<file path="src/rtl/snake_turn_queue_ctrl.sv">
// Per-player turn FIFO committing one turn per tick into a registered heading; latency 1 from tick.
// Full FIFO drops the event with a queue_overflow pulse; DIR_CTRL_BYPASS_EN applies an event on an empty-FIFO tick directly.
package game_pkg;
  typedef enum logic [2:0] {
    WAIT  = 3'd0,
    UP    = 3'd1,
    RIGHT = 3'd2,
    DOWN  = 3'd3,
    LEFT  = 3'd4
  } directions;
endpackage

module snake_turn_queue_ctrl #(
  parameter int NUM_PLAYERS = 2,
  parameter int QUEUE_DEPTH = 4
) (
  input  logic                         clk,
  input  logic                         rst,
  input  logic                         restart,
  input  logic                         tick,
  input  logic [NUM_PLAYERS-1:0]       turn_right,
  input  logic [NUM_PLAYERS-1:0]       turn_left,
  output logic [NUM_PLAYERS-1:0][2:0]  direction,
  output logic [NUM_PLAYERS-1:0]       dir_changed,
  output logic [NUM_PLAYERS-1:0]       queue_overflow
);
  import game_pkg::*;

  localparam int PTR_W = (QUEUE_DEPTH > 1) ? $clog2(QUEUE_DEPTH) : 1;
  localparam int CNT_W = $clog2(QUEUE_DEPTH + 1);
  localparam logic [CNT_W-1:0] CNT_FULL = CNT_W'(QUEUE_DEPTH);
  localparam logic [PTR_W-1:0] PTR_LAST = PTR_W'(QUEUE_DEPTH - 1);

  logic [NUM_PLAYERS-1:0]                  btn_r_q, btn_r_d;
  logic [NUM_PLAYERS-1:0]                  btn_l_q, btn_l_d;
  logic [NUM_PLAYERS-1:0][QUEUE_DEPTH-1:0] mem_q, mem_d;
  logic [NUM_PLAYERS-1:0][PTR_W-1:0]       rd_ptr_q, rd_ptr_d;
  logic [NUM_PLAYERS-1:0][PTR_W-1:0]       wr_ptr_q, wr_ptr_d;
  logic [NUM_PLAYERS-1:0][CNT_W-1:0]       count_q, count_d;
  logic [NUM_PLAYERS-1:0][2:0]             direction_q, direction_d;
  logic [NUM_PLAYERS-1:0]                  dir_changed_q, dir_changed_d;
  logic [NUM_PLAYERS-1:0]                  queue_overflow_q, queue_overflow_d;

  logic [NUM_PLAYERS-1:0] rise_r, rise_l, ev;
  logic [NUM_PLAYERS-1:0] pop, byp, push;

  // Both buttons rising together cancel out; one rising while the other is held still counts.
  assign rise_r = turn_right & ~btn_r_q;
  assign rise_l = turn_left & ~btn_l_q;
  assign ev     = rise_r ^ rise_l;

  function automatic logic [2:0] apply_turn(input logic [2:0] cur, input logic left);
    directions nxt;
    case (cur)
      WAIT:    nxt = left ? LEFT  : RIGHT;
      RIGHT:   nxt = left ? UP    : DOWN;
      DOWN:    nxt = left ? RIGHT : LEFT;
      LEFT:    nxt = left ? DOWN  : UP;
      UP:      nxt = left ? LEFT  : RIGHT;
      default: nxt = WAIT;
    endcase
    return nxt;
  endfunction

  function automatic logic [PTR_W-1:0] next_ptr(input logic [PTR_W-1:0] ptr);
    return (ptr == PTR_LAST) ? '0 : ptr + PTR_W'(1);
  endfunction

  always_comb begin
    btn_r_d          = turn_right;
    btn_l_d          = turn_left;
    mem_d            = mem_q;
    rd_ptr_d         = rd_ptr_q;
    wr_ptr_d         = wr_ptr_q;
    count_d          = count_q;
    direction_d      = direction_q;
    dir_changed_d    = '0;
    queue_overflow_d = '0;
    pop              = '0;
    byp              = '0;
    push             = '0;

    for (int p = 0; p < NUM_PLAYERS; p++) begin
      pop[p] = tick && (count_q[p] != '0);
`ifdef DIR_CTRL_BYPASS_EN
      byp[p] = tick && (count_q[p] == '0) && ev[p];
`else
      byp[p] = 1'b0;
`endif
      // A pop in the same cycle frees the slot, so a full FIFO still accepts the event.
      push[p] = ev[p] && !byp[p] && (pop[p] || (count_q[p] != CNT_FULL));
      queue_overflow_d[p] = ev[p] && !byp[p] && !push[p];

      if (pop[p]) begin
        direction_d[p] = apply_turn(direction_q[p], mem_q[p][rd_ptr_q[p]]);
        rd_ptr_d[p]    = next_ptr(rd_ptr_q[p]);
      end else if (byp[p]) begin
        direction_d[p] = apply_turn(direction_q[p], rise_l[p]);
      end else if (tick && (direction_q[p] > 3'(LEFT))) begin
        direction_d[p] = 3'(WAIT);
      end

      if (push[p]) begin
        mem_d[p][wr_ptr_q[p]] = rise_l[p];
        wr_ptr_d[p]           = next_ptr(wr_ptr_q[p]);
      end

      count_d[p]       = count_q[p] + CNT_W'(push[p]) - CNT_W'(pop[p]);
      dir_changed_d[p] = (direction_d[p] != direction_q[p]);
    end

    if (restart) begin
      btn_r_d          = '0;
      btn_l_d          = '0;
      mem_d            = '0;
      rd_ptr_d         = '0;
      wr_ptr_d         = '0;
      count_d          = '0;
      direction_d      = '0;
      dir_changed_d    = '0;
      queue_overflow_d = '0;
    end
  end

  always_ff @(posedge clk) begin
    if (rst) begin
      btn_r_q          <= '0;
      btn_l_q          <= '0;
      mem_q            <= '0;
      rd_ptr_q         <= '0;
      wr_ptr_q         <= '0;
      count_q          <= '0;
      direction_q      <= '0;
      dir_changed_q    <= '0;
      queue_overflow_q <= '0;
    end else begin
      btn_r_q          <= btn_r_d;
      btn_l_q          <= btn_l_d;
      mem_q            <= mem_d;
      rd_ptr_q         <= rd_ptr_d;
      wr_ptr_q         <= wr_ptr_d;
      count_q          <= count_d;
      direction_q      <= direction_d;
      dir_changed_q    <= dir_changed_d;
      queue_overflow_q <= queue_overflow_d;
    end
  end

  assign direction      = direction_q;
  assign dir_changed    = dir_changed_q;
  assign queue_overflow = queue_overflow_q;

endmodule

</file>
<file path="config.mk">
export PLATFORM = sky130hd
export DESIGN_NAME = snake_turn_queue_ctrl
export DESIGN_NICKNAME = d
export VERILOG_FILES = /design/src/rtl/snake_turn_queue_ctrl.sv
export SDC_FILE = /design/constraint.sdc
export NUM_CORES = 1
export LEC_CHECK = 0
export ABC_CLOCK_PERIOD_IN_PS = 4200
export BUFFER_PORTS_ARGS = -buffer_cell sky130_fd_sc_hd__buf_4
export CORE_ASPECT_RATIO = 0.7
export CORE_UTILIZATION = 50
export DETAILED_ROUTE_END_ITERATION = 6
export GPL_TIMING_DRIVEN = 1
export MAX_ROUTING_LAYER = met4
export PLACE_DENSITY = 0.77
export SLEW_MARGIN = 20
export SYNTH_ARGS = -nofsm -noshare
export SYNTH_HDL_FRONTEND = slang
export SYNTH_SLANG_ARGS = --single-unit
</file>
<file path="constraint.sdc">
create_clock -name clk -period 4.2 [get_ports clk]
set_input_delay 0.63 -clock clk [delete_from_list [all_inputs] [get_ports clk]]
set_output_delay 0.63 -clock clk [all_outputs]
set_load 0.02 [all_outputs]
</file>
==> impl_metrics.py, run 1 <==
metrics = {
    "power": {
        "peakVddDrop_v": 0.000216,
        "power.internal_w": 0.000579,
        "switching_power_w": 0.000215,
        "seqPwrFrac_pct": 46.7,
        "p_per_area_mw_per_mm2": 369,
        "switching_share_pct": 27.1,
        "pwr-share-clk_pct": 38.2,
        "p_comb_share_pct": 15.1,
        "leakage_nw": 0.834,
        "power.total_w": 0.000794,
    },
    "timing": {
        "setup_viol_count_final": 0,
        "setup_tns_ns": 0,
        "clock_skew_ns": 0.00802,
        "layout_min_cycle_time_ns": 2.65,
        "period_share_pct": 63.2,
        "tightest_slew_ns": 0.581,
        "rsz0062_at_grt": "false",
        "finalHoldViolCount": 0,
        "max_freq_mhz": 377,
        "max_slew_margin_pct": 61.1,
        "maxSlewViolCount": 0,
    },
    "detailed_routing": {
        "drc_errors": 0,
        "detail-route-antenna-nets": 0,
        "drt-pass1-iter-count": 4,
        "viasPerCell": 5.36,
        "first_iter_violations": 47,
        "vias": 1502,
        "wl_per_cell_um": 13.1,
        "drt-total-wl_um": 3660,
    },
    "finish": {
        "n_antenna_cell": 0,
        "fillCellCount": 335,
        "stdcell_count": 280,
        "area_delta_synth_final_pct": 13.3,
        "multiInputGateArea_sq_mm": 0.00105,
        "seq_area_sq_um": 721,
        "final_util_pct": 60.1,
        "layout-drive-gt1-share_pct": 13.9,
        "nets": 253,
        "final_area_sq_mm": 0.00215,
    },
    "placed_design": {
        "place_area_sq_mm": 0.00204,
        "dp_cells": 272,
        "port_buffers": 17,
        "dp_hpwl_um": 2530,
        "place_congestion": 0.817,
    },
    "clock_tree": {
        "path_clk_slew_ns": 0.07,
        "cts_tree": "built",
        "numCtsBuffers": 5,
        "holdBufCountCts": 0,
        "cts-resized-gates": 0,
        "htree_levels": 2,
        "clk_path_buf_depth": 2,
        "clock_latency_ns": 0.29,
        "cts.sinks": 36,
        "cts-root-buf": "clkbuf_8",
        "postCtsSetupBuffers": 0,
    },
    "global_route": {
        "track_usage_pct": 21.5,
        "top_usage_layer": "met2",
        "antenna_found_initial": 0,
        "grt_max_degree": 27,
        "grt_pass1_wl_um": 6080,
        "met2_usage_pct": 29.5,
        "grtUsageMet1_pct": 29.1,
        "grt_pass1_vias": 1318,
        "grt_overflow": 0,
        "met3_usage_pct": 6.74,
    },
    "critical_path": {
        "start_kind": "input port",
        "worstPathMaxFanout": 7,
        "crit_type": "in -> reg",
        "cp-end-kind": "flop",
        "critPathArrivalTime_ns": 2.82,
        "required_ns": 4.37,
    },
    "synthesis": {
        "synth_edf_count": 0,
        "syn_nets": 240,
        "synthCells": 216,
        "yosysWarnings": 0,
        "seq_area_frac_synth_pct": 37.9,
        "synth-async-reset-ratio_pct": 0,
        "synth_flop_cell": "dfxtp_1",
        "synth_cell_types": 36,
        "syn_area_sq_mm": 0.00190,
        "ys_ff_latch": 36,
        "postSynthAreaPerCell_sq_um": 8.79,
    },
    "hold_path": {
        "hp-class": "reg -> reg",
    },
    "die": {
        "dieArea_sq_mm": 0.00405,
        "die_h_um": 53.6,
        "rows": 18,
        "core_sq_mm": 0.00358,
        "start_util_pct": 53.0,
        "die_w_um": 75.7,
        "io_pins": 18,
    },
    "flow_run": {
        "drv_cap": 0,
    },
    "status": {
        "status": "completed",
    },
}
==> power by group through the flow <==
stage	clock, W	combinational, W	sequential (W)
floorplan	0	0.0000899	0.000377
global placement	0	0.000115	0.000378
detailed placement	0	0.000119	0.000379
CTS	0.000312	0.000120	0.000371
global route	0.000323	0.000136	0.000373
finish	0.000303	0.000120	0.000371
==> metal layers <==
layer  vias up  share of wire (%)
li1        781                  -
met1       682                 54
met2        32                 39
met3         7                5.1
met4         0                1.7
met5         -                  0
==> path summary, 6_finish.rpt <==
| check | cells past startpoint | to | slack (ns) | startpoint |
|---|---|---|---|---|
| hold reg to reg | 2 | mem_q[4] | 0.47 | mem_q[4] |
| setup reg to reg | 10 | count_q[2] | 1.68 | btn_l_q[0] |
| setup / recovery | 11 | count_q[2] | 1.55 | turn_left[0] |
| hold / removal | 2 | mem_q[4] | 0.47 | mem_q[4] |
==> state kept, by name, indices dropped and copies added, names as in the netlist <==
| signal | cells |
|---|---|
| btn_l_q | 2 |
| queue_overflow | 2 |
| dir_changed | 2 |
| mem_q | 8 |
| btn_r_q | 2 |
| wr_ptr_q | 4 |
| rd_ptr_q | 4 |
| direction | 6 |
| count_q | 6 |
==> cell families after synthesis <==
logic type | count (synthesis) | synth area share (%)
XOR/XNOR | 8 | 3.69
AO/OA/AOI/OAI | 51 | 17.7
adder cells (fa/ha/maj) | 16 | 11.3
multiplexers | 2 | 2.37
buffers and inverters | 33 | 6.85
flip-flops | 36 | 37.9
AND/OR/NAND/NOR | 70 | 20.2
==> layout by cell type, fill, tap and decap left out, drive strengths merged <==
cell,instances
buf,17
a21o,1
nand3,5
bufinv,1
nand4,11
clkinv,1
or3,1
or2,1
nor4b,2
nand2b,2
o21ai,10
dfxtp,36
xor2,2
nor2,14
o31ai,11
inv,22
o21bai,1
nor4,3
clkbuf,6
a31oi,3
and3,4
nor3b,2
xnor2,6
nor3,6
nor2b,3
mux4,2
a32oi,2
nand2,7
a21oi,21
o211ai,2
and3b,1
and2,8
ha,14
fa,2
==> area by class of cell <==
class                           count  area share (%)
Tap cell                           50            2.91
Inverter                           22            3.95
Clock inverter                      2            1.63
Clock buffer                        6            3.37
Multi-Input combinational cell    147            48.7
Timing Repair Buffer               17            5.93
Sequential cell                    36            33.5
==> worst max-delay path: stages <==
cell	delay (ns)
buf_4	0.08
nor2b_1	0.39
xnor2_1	0.33
nand2_1	0.12
ha_1	0.30
inv_1	0.04
ha_1	0.18
fa_1	0.38
xnor2_1	0.20
xnor2_1	0.14
nor2_1	0.05
==> through the flow <==
stage | worst slack, ns | hold WS [ns]
2_1_floorplan | 1.54 | 0.445
3_3_place_gp | 1.40 | 0.461
3_5_place_dp | 1.25 | 0.463
4_1_cts | 1.57 | 0.473
5_1_grt | 1.38 | 0.490
6_report | 1.55 | 0.472
==> cell usage after synthesis (3+ instances only) <==
| library cell | count | area share (%) |
|---|---|---|
| nor2_1 | 14 | 2.8 |
| a21oi_1 | 20 | 5.3 |
| clkbuf_1 | 8 | 1.6 |
| nand4_1 | 11 | 3.6 |
| xnor2_1 | 6 | 2.8 |
| nand3_1 | 5 | 1.3 |
| ha_1 | 14 | 9.2 |
| a31oi_1 | 3 | 0.99 |
| and2_1 | 8 | 2.6 |
| dfxtp_1 | 36 | 38 |
| o31ai_1 | 9 | 3.6 |
| nand2_1 | 7 | 1.4 |
| o21ai_0 | 10 | 2.6 |
| inv_1 | 21 | 4.2 |
| nor3_1 | 6 | 1.6 |
| and3_1 | 3 | 0.99 |
| nor2b_1 | 3 | 0.99 |
| nor4_1 | 3 | 0.99 |
| buf_2 | 3 | 0.79 |
Note: power is estimated with default switching activity, not from simulation.
==> inputs of run 2 (changes only) <==
--- a/config.mk
+++ b/config.mk
@@ -5,14 +5,14 @@
 export SDC_FILE = /design/constraint.sdc
 export NUM_CORES = 1
 export LEC_CHECK = 0
-export ABC_CLOCK_PERIOD_IN_PS = 4200
+export ABC_CLOCK_PERIOD_IN_PS = 2300
 export BUFFER_PORTS_ARGS = -buffer_cell sky130_fd_sc_hd__buf_4
 export CORE_ASPECT_RATIO = 0.7
 export CORE_UTILIZATION = 50
 export DETAILED_ROUTE_END_ITERATION = 6
 export GPL_TIMING_DRIVEN = 1
 export MAX_ROUTING_LAYER = met4
-export PLACE_DENSITY = 0.77
+export PLACE_DENSITY = 0.8
 export SLEW_MARGIN = 20
 export SYNTH_ARGS = -nofsm -noshare
 export SYNTH_HDL_FRONTEND = slang
==> constraint.sdc (replaced) <==
create_clock -name clk -period 2.3 [get_ports clk]
set_input_delay 0.345 -clock clk [delete_from_list [all_inputs] [get_ports clk]]
set_output_delay 0.345 -clock clk [all_outputs]
set_load 0.02 [all_outputs]
==> run 2 against run 1 <==
  * Global-route usage fell by 0.53 points
  * Wire length fell by 1.2%
  * Power rose by 69%
  * Sequential power rose by 83%
  * Final area rose by 2.2%
  * Count of clock-buffer cells in the layout did not move
  * Final cell count rose by 2.9%
  * Critical path depth fell by 2
  * Utilization rose by 1.3 points
  * Via count rose by 4.7%
==> impl_metrics.py, run 2 (synthesized netlist as in run 1, its figures left out) <==
metrics = {
    "placed_design": {
        "post-place-ws_ns": -0.0282,
        "dp_hpwl_um": 2580,
        "place_congestion": 0.782,
        "place_area_sq_mm": 0.00212,
        "port_buffers": 17,
    },
    "finish": {
        "final_util_pct": 61.4,
        "area_delta_synth_final_pct": 15.8,
        "nets": 262,
        "fillCellCount": 321,
        "largest_reg_flops": 8,
        "final_common_cell": "dfxtp_1",
        "n_antenna_cell": 0,
        "layout-drive-gt1-share_pct": 17.6,
        "final_area_sq_mm": 0.00220,
        "final_cell_mix": "dfxtp_1, buf_4, inv_1",
        "top_register": "mem_q",
    },
    "power": {
        "peakVddDrop_v": 0.000400,
        "pwr-share-clk_pct": 31.7,
        "switching_power_w": 0.000382,
        "power.internal_w": 0.000959,
        "seqPwrFrac_pct": 50.6,
        "power.total_w": 0.00134,
        "p_per_area_mw_per_mm2": 610,
        "leakage_nw": 0.868,
        "switching_share_pct": 28.5,
        "p_comb_share_pct": 17.8,
    },
    "critical_path": {
        "max_stage_delay_ns": 0.37,
        "reg2regPathDepth": 9,
        "slowest_stage": "dfxtp_1",
        "cp.buffers_inverters": 2,
        "crit_path_end": "count_q[2]",
        "worstPathMaxFanout": 5,
        "crit_cells": 9,
        "start_kind": "flop",
        "cp-startpoint": "count_q[2]",
        "critPathArrivalTime_ns": 2.31,
        "r2r-start": "count_q[2]",
        "cp-end-kind": "flop",
        "required_ns": 2.46,
        "crit_chain": "o31ai_4 > inv_4 > ha_1 > inv_1 > ha_1 > fa_1 > xnor2_1 > xnor2_1 > nor2_1",
        "r2r_end": "count_q[2]",
        "crit_type": "reg -> reg",
        "crit_family": "adder cells",
        "r2r_slack_ns": 0.15,
    },
    "clock_tree": {
        "clk_path_buf_depth": 2,
        "cts-root-buf": "clkbuf_8",
        "numCtsBuffers": 5,
        "htree_levels": 2,
        "clock_latency_ns": 0.29,
        "holdBufCountCts": 0,
        "path_clk_slew_ns": 0.07,
        "cts_tree": "built",
        "postCtsSetupBuffers": 0,
        "cts.sinks": 36,
    },
    "die": {
        "die_w_um": 75.7,
        "rows": 18,
        "die_h_um": 53.6,
        "io_pins": 18,
        "core_sq_mm": 0.00358,
        "start_util_pct": 53.0,
        "dieArea_sq_mm": 0.00405,
    },
    "timing": {
        "tightest_slew_ns": 0.565,
        "rsz0062_at_grt": "false",
        "max_slew_margin_pct": 62.2,
        "period_share_pct": 93.6,
        "setup_viol_count_final": 0,
        "setup_slack_ns": 0.148,
        "finalHoldViolCount": 0,
        "layout_min_cycle_time_ns": 2.15,
        "clock_skew_ns": 0.00550,
        "maxSlewViolCount": 0,
        "max_freq_mhz": 465,
        "whs_ns": 0.260,
    },
    "global_route": {
        "track_usage_pct": 20.9,
        "grt_overflow": 0,
        "grt_pass1_wl_um": 5880,
        "grt_max_degree": 27,
        "met2_usage_pct": 30.7,
        "met3_usage_pct": 5.62,
        "grt_pass1_vias": 1372,
        "antenna_found_initial": 0,
        "grtUsageMet1_pct": 26.7,
        "top_usage_layer": "met2",
    },
    "detailed_routing": {
        "first_iter_violations": 61,
        "drt-total-wl_um": 3610,
        "viasPerCell": 5.46,
        "drt-pass1-iter-count": 4,
        "vias": 1572,
        "detail-route-antenna-nets": 0,
        "drc_errors": 0,
        "wl_per_cell_um": 12.5,
    },
    "flow_run": {
        "drv_cap": 0,
    },
    "hold_path": {
        "hp-class": "in -> reg",
    },
    "status": {
        "status": "completed",
    },
}
-- run 2: through the flow --
stage / TNS, ns / instances
floorplan: 0 / 216
global placement: 0 / 281
detailed placement: -0.0282 / 281
CTS: 0 / 288
global route: 0 / 288
finish: 0 / 288
-- run 2: worst min-delay path by stage --
stage | start | endpoint | slack (ns) | cells after the start
CTS | turn_left[1] | btn_l_q[1] | 0.26 | 2
detailed placement | mem_q[4] | mem_q[4] | 0.47 | 2
global route | turn_left[1] | btn_l_q[1] | 0.27 | 2
floorplan | mem_q[2] | mem_q[2] | 0.45 | 2
global placement | mem_q[7] | mem_q[7] | 0.46 | 2
finish | turn_left[1] | btn_l_q[1] | 0.26 | 2
-- run 2: metal layers --
metal | up-vias | part of all wire, %
li1 | 801 | -
met1 | 725 | 53
met2 | 39 | 41
met3 | 7 | 4.5
met4 | 0 | 2.0
met5 | - | 0
-- run 2: power groups by stage --
stage / Sequential (W) / Clock [W] / Combinational (W)
global placement: 0.000690 / 0 / 0.000230
global route: 0.000681 / 0.000458 / 0.000270
CTS: 0.000677 / 0.000436 / 0.000238
finish: 0.000678 / 0.000425 / 0.000238
detailed placement: 0.000691 / 0 / 0.000236
floorplan: 0.000688 / 0 / 0.000166
-- run 2: worst register-to-register path: stages (launching register included) --
cell	delay [ns]
dfxtp_1	0.37
o31ai_4	0.32
inv_4	0.08
ha_1	0.28
inv_1	0.04
ha_1	0.18
fa_1	0.37
xnor2_1	0.18
xnor2_1	0.14
nor2_1	0.06
-- run 2: cell type report --
cell class | instances | area, sq um | area share [%]
Multi-Input combinational cell | 147 | 1060 | 48.1
Sequential cell | 36 | 721 | 32.8
Timing Repair Buffer | 26 | 195 | 8.87
Inverter | 22 | 85.1 | 3.87
Clock buffer | 6 | 72.6 | 3.30
Tap cell | 50 | 62.6 | 2.84
Clock inverter | 1 | 5.00 | 0.228
-- run 2: what timing repair did --
item                       CTS  global route
hold endpoints to repair     0             0
setup endpoints to repair    0             1
resized for setup            0             1
